--- src/rtl/wb_uart_defs.sv ---
// Shared definitions for the Wishbone UART transmitter: register map, STATUS bit
// positions and serializer state encoding.
package wb_uart_defs;

    // Register selects are word indices taken from wb_adr_i[3:2] (byte offsets 0x0/0x4/0x8).
    localparam logic [1:0] REG_TXDATA  = 2'd0;
    localparam logic [1:0] REG_STATUS  = 2'd1;
    localparam logic [1:0] REG_DIVISOR = 2'd2;

    localparam int ST_FULL      = 0;
    localparam int ST_EMPTY     = 1;
    localparam int ST_BUSY      = 2;
    localparam int ST_OVF       = 3;
    localparam int ST_IRQ_EN    = 4;
    localparam int ST_LEVEL_LSB = 8;

    localparam int BITCNT_W = 3;

    typedef enum logic [1:0] {
        S_IDLE  = 2'd0,
        S_START = 2'd1,
        S_DATA  = 2'd2,
        S_STOP  = 2'd3
    } ser_state_t;

    function automatic logic [15:0] div_reset(input int clk_hz, input int baud);
        return 16'(clk_hz / baud);
    endfunction

endpackage

--- src/rtl/uart_tx_fifo.sv ---
// Synchronous byte FIFO with extra-MSB pointers; pushes while full and pops while
// empty are ignored.
module uart_tx_fifo #(
    parameter int AW = 4
) (
    input  logic          clock,
    input  logic          reset_n,
    input  logic          i_push,
    input  logic [7:0]    i_data,
    input  logic          i_pop,
    output logic [7:0]    o_data,
    output logic          o_full,
    output logic          o_empty,
    output logic [AW:0]   o_level
);

    logic [7:0]  r_mem [2**AW];
    logic [AW:0] r_wr_ptr;
    logic [AW:0] r_rd_ptr;
    logic        w_do_push;
    logic        w_do_pop;

    assign o_full    = (r_wr_ptr[AW] != r_rd_ptr[AW]) &&
                       (r_wr_ptr[AW-1:0] == r_rd_ptr[AW-1:0]);
    assign o_empty   = (r_wr_ptr == r_rd_ptr);
    assign o_level   = r_wr_ptr - r_rd_ptr;
    assign o_data    = r_mem[r_rd_ptr[AW-1:0]];
    assign w_do_push = i_push & ~o_full;
    assign w_do_pop  = i_pop & ~o_empty;

    // Storage needs no reset: the pointers alone define what is valid.
    always_ff @(posedge clock) begin
        if (w_do_push) begin
            r_mem[r_wr_ptr[AW-1:0]] <= i_data;
        end
    end

    always_ff @(posedge clock or negedge reset_n) begin
        if (!reset_n) begin
            r_wr_ptr <= '0;
            r_rd_ptr <= '0;
        end else begin
            if (w_do_push) r_wr_ptr <= r_wr_ptr + 1'b1;
            if (w_do_pop)  r_rd_ptr <= r_rd_ptr + 1'b1;
        end
    end

endmodule

--- src/rtl/wb_uart_tx.sv ---
// Wishbone classic slave UART transmitter: register file, TX FIFO and an 8N1
// serializer running at a programmable clocks-per-bit divisor.
module wb_uart_tx
    import wb_uart_defs::*;
#(
    parameter int CLK_FREQ_HZ = 24000000,
    parameter int BAUD        = 115200,
    parameter int FIFO_AW     = 4
) (
    input  logic        clock,
    input  logic        reset_n,
    input  logic [3:0]  wb_adr_i,
    input  logic [31:0] wb_dat_i,
    output logic [31:0] wb_dat_o,
    input  logic [3:0]  wb_sel_i,
    input  logic        wb_we_i,
    input  logic        wb_cyc_i,
    input  logic        wb_stb_i,
    output logic        wb_ack_o,
    output logic        uart_tx,
    output logic        irq_o,
    output logic [4:0]  o_dbg_state
);

    localparam logic [FIFO_AW:0] LP_HALF = (FIFO_AW+1)'(2 ** (FIFO_AW - 1));

    logic               r_ack;
    logic [31:0]        r_dat;
    logic [15:0]        r_div;
    logic               r_ovf;
    logic               r_irq_en;

    ser_state_t         r_state;
    ser_state_t         w_state_nx;
    logic [BITCNT_W-1:0] r_bitcnt;
    logic [BITCNT_W-1:0] w_bitcnt_nx;
    logic [15:0]        r_cnt;
    logic [15:0]        w_cnt_nx;
    logic [7:0]         r_shift;
    logic [7:0]         w_shift_nx;
    logic [15:0]        r_div_lat;
    logic [15:0]        w_div_lat_nx;
    logic               r_tx;
    logic               w_tx_nx;
    logic               w_load;

    logic               w_req;
    logic               w_wr;
    logic [1:0]         w_reg;
    logic               w_push;
    logic               w_pop;
    logic               w_full;
    logic               w_empty;
    logic [FIFO_AW:0]   w_level;
    logic [7:0]         w_fifo_data;
    logic [15:0]        w_div_eff;
    logic [31:0]        w_status;
    logic [31:0]        w_rdata;
    logic               w_unused;

    // A new request is accepted only when ack is low, so accesses take two clocks;
    // register side effects fire in the ack cycle while the master still holds the bus.
    assign w_req     = wb_cyc_i & wb_stb_i & ~r_ack;
    assign w_wr      = r_ack & wb_cyc_i & wb_stb_i & wb_we_i;
    assign w_reg     = wb_adr_i[3:2];
    assign w_push    = w_wr && (w_reg == REG_TXDATA) && wb_sel_i[0];
    assign w_div_eff = (r_div == 16'd0) ? 16'd1 : r_div;
    assign w_unused  = &{1'b0, wb_adr_i[1:0], wb_sel_i[3:2], wb_dat_i[31:16]};

    assign wb_ack_o    = r_ack;
    assign wb_dat_o    = r_dat;
    assign uart_tx     = r_tx;
    assign irq_o       = r_irq_en && (w_level < LP_HALF);
    assign o_dbg_state = {r_state, r_bitcnt};

    uart_tx_fifo #(
        .AW (FIFO_AW)
    ) u_fifo (
        .clock   (clock),
        .reset_n (reset_n),
        .i_push  (w_push),
        .i_data  (wb_dat_i[7:0]),
        .i_pop   (w_pop),
        .o_data  (w_fifo_data),
        .o_full  (w_full),
        .o_empty (w_empty),
        .o_level (w_level)
    );

    always_comb begin
        w_status                                    = '0;
        w_status[ST_FULL]                           = w_full;
        w_status[ST_EMPTY]                          = w_empty;
        w_status[ST_BUSY]                           = ~w_empty | (r_state != S_IDLE);
        w_status[ST_OVF]                            = r_ovf;
        w_status[ST_IRQ_EN]                         = r_irq_en;
        w_status[FIFO_AW+ST_LEVEL_LSB:ST_LEVEL_LSB] = w_level;
    end

    always_comb begin
        case (w_reg)
            REG_STATUS:  w_rdata = w_status;
            REG_DIVISOR: w_rdata = {16'h0000, r_div};
            default:     w_rdata = '0;
        endcase
    end

    always_ff @(posedge clock or negedge reset_n) begin
        if (!reset_n) begin
            r_ack    <= 1'b0;
            r_dat    <= '0;
            r_div    <= div_reset(CLK_FREQ_HZ, BAUD);
            r_ovf    <= 1'b0;
            r_irq_en <= 1'b0;
        end else begin
            r_ack <= w_req;
            r_dat <= (w_req && !wb_we_i) ? w_rdata : '0;
            if (w_push && w_full) begin
                r_ovf <= 1'b1;
            end
            if (w_wr && (w_reg == REG_STATUS)) begin
                if (wb_dat_i[ST_OVF]) r_ovf <= 1'b0;
                r_irq_en <= wb_dat_i[ST_IRQ_EN];
            end
            if (w_wr && (w_reg == REG_DIVISOR)) begin
                if (wb_sel_i[0]) r_div[7:0]  <= wb_dat_i[7:0];
                if (wb_sel_i[1]) r_div[15:8] <= wb_dat_i[15:8];
            end
        end
    end

    // Serializer: every state lasts r_div_lat clocks; STOP chains straight into START
    // when another byte is waiting so back-to-back frames have no idle gap.
    always_comb begin
        w_state_nx   = r_state;
        w_bitcnt_nx  = r_bitcnt;
        w_cnt_nx     = r_cnt;
        w_shift_nx   = r_shift;
        w_div_lat_nx = r_div_lat;
        w_tx_nx      = r_tx;
        w_load       = 1'b0;
        w_pop        = 1'b0;

        case (r_state)
            S_IDLE: begin
                w_tx_nx = 1'b1;
                w_load  = ~w_empty;
            end
            S_START: begin
                if (r_cnt == 16'd0) begin
                    w_state_nx  = S_DATA;
                    w_bitcnt_nx = '0;
                    w_cnt_nx    = r_div_lat - 16'd1;
                    w_tx_nx     = r_shift[0];
                end else begin
                    w_cnt_nx = r_cnt - 16'd1;
                end
            end
            S_DATA: begin
                if (r_cnt == 16'd0) begin
                    w_cnt_nx = r_div_lat - 16'd1;
                    if (r_bitcnt == 3'd7) begin
                        w_state_nx = S_STOP;
                        w_tx_nx    = 1'b1;
                    end else begin
                        w_bitcnt_nx = r_bitcnt + 3'd1;
                        w_shift_nx  = {1'b0, r_shift[7:1]};
                        w_tx_nx     = r_shift[1];
                    end
                end else begin
                    w_cnt_nx = r_cnt - 16'd1;
                end
            end
            S_STOP: begin
                if (r_cnt == 16'd0) begin
                    w_load     = ~w_empty;
                    w_state_nx = S_IDLE;
                    w_tx_nx    = 1'b1;
                end else begin
                    w_cnt_nx = r_cnt - 16'd1;
                end
            end
            default: begin
                w_state_nx = S_IDLE;
                w_tx_nx    = 1'b1;
            end
        endcase

        if (w_load) begin
            w_pop        = 1'b1;
            w_state_nx   = S_START;
            w_bitcnt_nx  = '0;
            w_shift_nx   = w_fifo_data;
            w_div_lat_nx = w_div_eff;
            w_cnt_nx     = w_div_eff - 16'd1;
            w_tx_nx      = 1'b0;
        end
    end

    always_ff @(posedge clock or negedge reset_n) begin
        if (!reset_n) begin
            r_state   <= S_IDLE;
            r_bitcnt  <= '0;
            r_cnt     <= '0;
            r_shift   <= '0;
            r_div_lat <= 16'd1;
            r_tx      <= 1'b1;
        end else begin
            r_state   <= w_state_nx;
            r_bitcnt  <= w_bitcnt_nx;
            r_cnt     <= w_cnt_nx;
            r_shift   <= w_shift_nx;
            r_div_lat <= w_div_lat_nx;
            r_tx      <= w_tx_nx;
        end
    end

endmodule

--- config.mk ---
export PLATFORM = sky130hd
export DESIGN_NAME = wb_uart_tx
export DESIGN_NICKNAME = d
export VERILOG_FILES = /design/src/rtl/wb_uart_defs.sv /design/src/rtl/uart_tx_fifo.sv /design/src/rtl/wb_uart_tx.sv
export SDC_FILE = /design/constraint.sdc
export NUM_CORES = 1
export LEC_CHECK = 0
export BUFFER_PORTS_ARGS = -buffer_cell sky130_fd_sc_hd__buf_2
export CORE_ASPECT_RATIO = 1.1
export CORE_MARGIN = 3
export CORE_UTILIZATION = 65
export CTS_BUF_LIST = sky130_fd_sc_hd__clkbuf_8 sky130_fd_sc_hd__clkbuf_16
export CTS_CLUSTER_DIAMETER = 100
export DETAILED_ROUTE_END_ITERATION = 10
export PLACE_DENSITY_LB_ADDON = 0.2
export SLEW_MARGIN = 20
export SYNTH_ARGS = -nofsm -noshare
export SYNTH_HDL_FRONTEND = slang
export SYNTH_SLANG_ARGS = --single-unit
--- constraint.sdc ---
create_clock -name clock -period 6 [get_ports clock]
set_input_delay 1.8 -clock clock [delete_from_list [all_inputs] [get_ports clock]]
set_output_delay 1.8 -clock clock [all_outputs]
set_load 0.1 [all_outputs]
Yosys cells after proc, flatten, opt, wreduce, memory -nomap -nowiden
Memories as Yosys holds them, arrays and structs flattened.
Cells that the tools add are included.
Cells by class
  magnitude comparators: 1
  reductions and logical operators: 27
  bitwise logic cells: 11
  $mul: 0
  shifts and indexed selects: 0
  muxes and demuxes: 36
  eq/ne operators: 16
  add/subtract/negate cells: 7
  divide/modulo/power cells: 0
Operator list (count)
  16-bit 2-to-1 mux: 4
  16-bit one-hot mux with 2 select lines: 2
  16-bit by 1-bit subtractor with 16-bit output, second input constant: 3
  16-bit logical NOT: 2
  32-bit 2-to-1 mux: 1
  8-bit 2-to-1 mux: 4
  3-bit != test, second input constant: 6
  1-bit 2-to-1 mux: 12
  3-bit 2-to-1 mux: 4
  5-bit by 1-bit adder with 5-bit output, second input constant: 2
  2-bit 2-to-1 mux: 5
  1-bit logical AND: 8
  1-bit AND: 7
  2-bit == test, second input constant: 3
  2-bit one-hot mux with 3 select lines: 1
  3-bit one-hot mux with 2 select lines: 1
  2-bit AND reduction: 3
  3-bit AND reduction: 2
  2-bit nonzero test: 3
  3-bit nonzero test: 2
  5-bit == test: 1
  5-bit by 4-bit < comparator with 1-bit output, second input constant: 1
  5-bit AND reduction: 1
  5-bit subtractor: 1
  15 further kinds: 19
Storage, ports and cells
  bits in registers: 107
  memory bits (read-only): 0
  latch bits: 0
  output and inout port bits: 40
  memory bits (writable): 128
  word-level logic and storage cells: 113
  memories: 1
Memories
  u_fifo.r_mem: words 16, bits a word 8, read ports 1, clocked after memory_dff 0, write ports 1, RTL line uart_tx_fifo.sv:17  | logic [7:0] r_mem [2**AW];

Logic depth before layout (Yosys ltp)
  depth after elaboration: 9
  depth in mapped cells: 12

By module
A second synthesis with hierarchy kept.
Unflattened totals
  cells, all modules: 806
  area total of the unflattened synthesis: 10486.3 um^2
By module, submodules not included
  uart_tx_fifo: area each 5750.5 um^2, times used 1, cells each 297
  wb_uart_tx: area each 4735.8 um^2, times used 1, cells each 509

Worst setup path before layout
OpenSTA, ideal clock, no wires.
  path type: reg-to-output
  start point: reg u_fifo.r_rd_ptr[1]
  end point: out irq_o
  buffers on the path: 2
  arrival: 4.159 ns
  cell stages (with the launch flop): 9
  path slack: 0.041 ns
  data required time: 4.200 ns
  cells stage by stage: dfrtp_1 > clkbuf_1 > buf_1 > inv_1 > fa_1 > a21o_1 > a21oi_1 > xor2_1 > nor3b_1
Between the ends
  word-level cells in the longest chain between the ends: 3
RTL lines
  start: declaration: RTL line uart_tx_fifo.sv:19  | logic [AW:0] r_rd_ptr;
  start signal: assignment: RTL line uart_tx_fifo.sv:44  | if (w_do_pop) r_rd_ptr <= r_rd_ptr + 1'b1;
  5-bit subtractor: RTL line uart_tx_fifo.sv:26  | assign o_level = r_wr_ptr - r_rd_ptr;
  5-bit by 4-bit < comparator with 1-bit output: RTL line wb_uart_tx.sv:73  | assign irq_o = r_irq_en && (w_level < LP_HALF);
  1-bit logical AND: RTL line wb_uart_tx.sv:73
  end: declaration: RTL line wb_uart_tx.sv:21  | output logic irq_o,
Every way passes these cells.

Worst setup path in the final report
Ends and elaborated chain as after synthesis.

==> out/qor.txt <==
PLACE
-----------------------------------------------------------------------------------------------
Final HPWL DP                                                                          14.88 mm
RePlAce Congestion                                                                       0.9142
Number of port buffers                                                                       48

CLOCK NETWORK
-----------------------------------------------------------------------------------------------
TritonCTS Buffers                                                                            23
Clock input transition at the sequential cells of the worst setup and hold paths          60 ps
Maximum buffer depth of the clock tree                                                        3
Setup bufs post-CTS                                                                           0
Level count of the clock H-tree                                                               1
Post_cts resized                                                                              0
Root buffer cell                                                                   sky130_fd_sc_hd__clkbuf_16
CTS Hold Bufs                                                                                 0
Insertion delay of the later-clocked pin in the worst-skew pair                          510 ps
Sinks on Clock Net                                                                          219
Clock tree from TritonCTS                                                                 built

WORST SETUP PATH
-----------------------------------------------------------------------------------------------
Reg2reg path depth                                                                            8
CP delay by family, top                                                            buffers and inverters
Worst Setup Start Kind                                                                flip-flop
Delay of the slowest cell on the worst path                                              500 ps
Kind of critical path                                                              flip-flop to output port
Setup slack of the worst register-to-register path                                      2580 ps
Critical path's slowest cell                                                       sky130_fd_sc_hd__fa_1
Ordered list of cells on the worst path                                            buf_4, inv_1, fa_1, a21o_1, a21oi_1, xor2_1, nor3b_1, buf_2
Maximum fanout along the worst path                                                          35
Count of buffer and inverter cells on the critical path                                       3
Data arrival time of the critical path                                                  3190 ps
Crit. End Element                                                                   output port
Critical path required time                                                             4200 ps
Startpoint of the most critical register-to-register path                          u_fifo.r_rd_ptr[1]$_DFFE_PN0P_
Reg-to-Reg End                                                                     u_fifo.r_mem[11][1]$_DFFE_PP_

SYNTH
-----------------------------------------------------------------------------------------------
Top-count cell post-synth                                                          sky130_fd_sc_hd__edfxtp_1
Number of warnings issued by yosys                                                            0
Proportion of netlist area held by the largest area contributor                          0.3769
Dominant combinational cell family by area after synthesis                         multiplexers
Yosys reg bits                                                                              219
Number of standard cells after synthesis                                                    752
Ranking of synthesized cells by area                                               sky130_fd_sc_hd__edfxtp_1, sky130_fd_sc_hd__dfrtp_1, sky130_fd_sc_hd__mux4_2
Most used flip-flop cell after synthesis                                           sky130_fd_sc_hd__edfxtp_1
Post-Syn Area per Cell                                                               13.56 um^2
Post-synthesis instance area                                                       0.01020 mm^2
Unique masters post-synth                                                                    66
Part of the Yosys area used for sequential elements                                      0.6008
Parity-gate share of the synthesized area counting xor and xnor cells                   0.03263
Fraction of synthesized area in multiplexers                                             0.1184
Number of enable-type register cells in the synthesized netlist                             128
Adder and majority gate portion of the synthesized area                                 0.02895
Yosys top cell by area                                                             sky130_fd_sc_hd__edfxtp_1
Post-synthesis share of cell area spent on and, or, nand and nor gates                   0.1167
Proportion of register bits with asynchronous set or reset after synthesis               0.4155
Synth Area in Compound Gates                                                            0.06502
Commonest cells post-synth                                                         sky130_fd_sc_hd__edfxtp_1, sky130_fd_sc_hd__dfrtp_1, sky130_fd_sc_hd__nand2_1

DETAILED ROUTING
-----------------------------------------------------------------------------------------------
Count of TritonRoute iterations in the first routing pass                                     5
DRC Markers                                                                                   0
Iteration-0 DRC count of the detailed router                                                620
Final ANT Viol Nets                                                                           0
WL per Instance                                                                        22.66 um
Detailed-route via count                                                                   6465
Final Routed Wirelength                                                                22.80 mm
Via-per-instance ratio                                                                    6.426

STA
-----------------------------------------------------------------------------------------------
Maximum frequency from static timing analysis                                         200.4 MHz
Endpoints failing hold                                                                        0
Final Skew                                                                             7.918 ps
Headroom to the max-slew limit                                                           0.2670
Slew of the pin with the lowest slew margin                                             1084 ps
Max-slew violation count                                                                      0
Final critical path time including I/O delays and setup                                 4990 ps
Final clock period utilization by the worst path                                         0.8316
Final total negative setup slack                                                           0 ps
Total of endpoints with negative setup slack in the final report                              0
RSZ-0062 raised after global routing                                                      false

GLOBAL ROUTE
-----------------------------------------------------------------------------------------------
Total grt overflow                                                                            0
Met3 demand-to-capacity share in global routing                                         0.03451
Number of antenna violations at the first check in global routing                             0
Wire length of the first global-routing pass                                           35.89 mm
Largest net degree at the start of global routing                                            57
Total GRT Usage                                                                          0.2661
Layer with the highest usage                                                               met2
Met1 Use GR                                                                              0.3395
GR met2 Demand/Resource                                                                  0.4839
Vias in the first global route                                                             6507

LAYOUT
-----------------------------------------------------------------------------------------------
Nets@finish                                                                                 863
Area growth from synthesis to layout                                                     9.741%
Final antenna diode count                                                                     0
Number of filler cells placed in the layout                                                 956
Share of final-layout standard cells stronger than drive strength 1                      0.2099

POWER AND IR DROP
-----------------------------------------------------------------------------------------------
Worst IR drop on VDD                                                                  0.2850 mV
Leakage power                                                                       0.004483 uW
Net Sw Frac                                                                              0.3356
Sequential Power Share                                                                    0.416
Power dissipated by switching net loads                                                 1533 uW
Total power                                                                             4568 uW
Power per unit of standard cell area                                               408.1 mW/mm^2
Int Pwr                                                                                 3035 uW
Combinational fraction of design power                                                    0.295
Share of total power in the clock network                                                 0.289

FLOORPLAN
-----------------------------------------------------------------------------------------------
Die Y-Extent                                                                           137.4 um
Starting Density                                                                         0.6696
I/O pin count                                                                                85
Horizontal die dimension                                                               125.4 um
Area of the core                                                                   0.01523 mm^2
Die ar.                                                                            0.01723 mm^2
Number of rows created at floorplan                                                          47

RUN STATUS
-----------------------------------------------------------------------------------------------
Status                                                                                completed

RUN
-----------------------------------------------------------------------------------------------
Count of maximum capacitance violations                                                       0

HOLD PATH
-----------------------------------------------------------------------------------------------
Critical hold path startpoint                                                      u_fifo.r_wr_ptr[4]$_DFFE_PN0P_
Number of stages on the worst hold path                                                       1
Sink of the worst hold path                                                        u_fifo.r_wr_ptr[4]$_DFFE_PN0P_
Hold crit path type                                                                flip-flop to flip-flop

worst max path at each step:
stage,startpoint,to,cells past startpoint
finish,u_fifo.r_rd_ptr[1]$_DFFE_PN0P_,irq_o,8
global route,u_fifo.r_rd_ptr[1]$_DFFE_PN0P_,irq_o,8
CTS,u_fifo.r_rd_ptr[1]$_DFFE_PN0P_,irq_o,8
detailed placement,wb_we_i,u_fifo.r_mem[6][1]$_DFFE_PP_,6
global placement,u_fifo.r_rd_ptr[1]$_DFFE_PN0P_,irq_o,8
floorplan,u_fifo.r_rd_ptr[1]$_DFFE_PN0P_,irq_o,8
cell type report:
| type | instances | area [um^2] | share of cell area |
|---|---|---|---|
| Sequential cell | 219 | 6128 | 0.5476 |
| Multi-Input combinational cell | 478 | 3772 | 0.3371 |
| Clock buffer | 24 | 589.3 | 0.05266 |
| Timing Repair Buffer | 52 | 272.8 | 0.02437 |
| Tap cell | 196 | 245.2 | 0.02191 |
| Clock inverter | 16 | 105.1 | 0.009391 |
| Inverter | 21 | 78.83 | 0.007043 |
layout by cell type (no fill, tap or decap), types with 8 or more instances in the layout:
master                      instances
sky130_fd_sc_hd__nand3_1           12
sky130_fd_sc_hd__o21ai_0           22
sky130_fd_sc_hd__dfrtp_1           85
sky130_fd_sc_hd__mux2_2            21
sky130_fd_sc_hd__and2_1            15
sky130_fd_sc_hd__conb_1            16
sky130_fd_sc_hd__nand2_1           80
sky130_fd_sc_hd__nor4_1            11
sky130_fd_sc_hd__clkbuf_16         23
sky130_fd_sc_hd__buf_2             47
sky130_fd_sc_hd__mux4_2            40
sky130_fd_sc_hd__ha_1              22
sky130_fd_sc_hd__or4_1              8
sky130_fd_sc_hd__edfxtp_1         128
sky130_fd_sc_hd__nor3_1            12
sky130_fd_sc_hd__a22oi_1           22
sky130_fd_sc_hd__nor2_1            48
sky130_fd_sc_hd__inv_1             24
sky130_fd_sc_hd__a21oi_1           18
sky130_fd_sc_hd__xor2_1            15
sky130_fd_sc_hd__xnor2_1           23
through the flow:
step                      setup slack (ps)  hold WS [ps]  instances    util  instance area, um^2
after floorplan                      40.59         460.4        767       -                10250
after global placement                1610         461.7        966  0.6879                10480
after detailed placement              1558         494.7        966  0.6889                10490
after CTS                             1016         506.9       1006  0.7345                11190
after global routing                 907.4         522.7       1006  0.7348                11190
final                                 1010         501.7       1006  0.7348                11190
cell families after synthesis:
family          count (synthesis)
buf+inv                        70
fa+ha+maj                      23
mux                            68
compound gates                101
other cells                     1
xor+xnor                       38
simple gates                  232
flops                         219
power by group through the flow:
stage	registers (uW)	clock network [uW]	logic, uW
floorplan	1940	0	996
global placement	1910	0	1290
detailed placement	1920	0	1330
CTS	1890	1330	1350
global route	1920	1390	1460
finish	1900	1320	1350
flip-flops by register name (all words and copies together), names as in the netlist, 5 cells and up:
name and cells:
r_div 16, u_fifo.r_mem 128, u_fifo.r_wr_ptr 5, u_fifo.r_rd_ptr 5, wb_dat_o 16, r_div_lat 16
r_shift 8, r_cnt 16
per-layer routing:
layer | vias up | share of wire
met4 | 0 | 0.024
met5 | - | 0
met3 | 54 | 0.056
met2 | 258 | 0.53
met1 | 3280 | 0.38
li1 | 2873 | -
(Power assumes the default switching activity.)
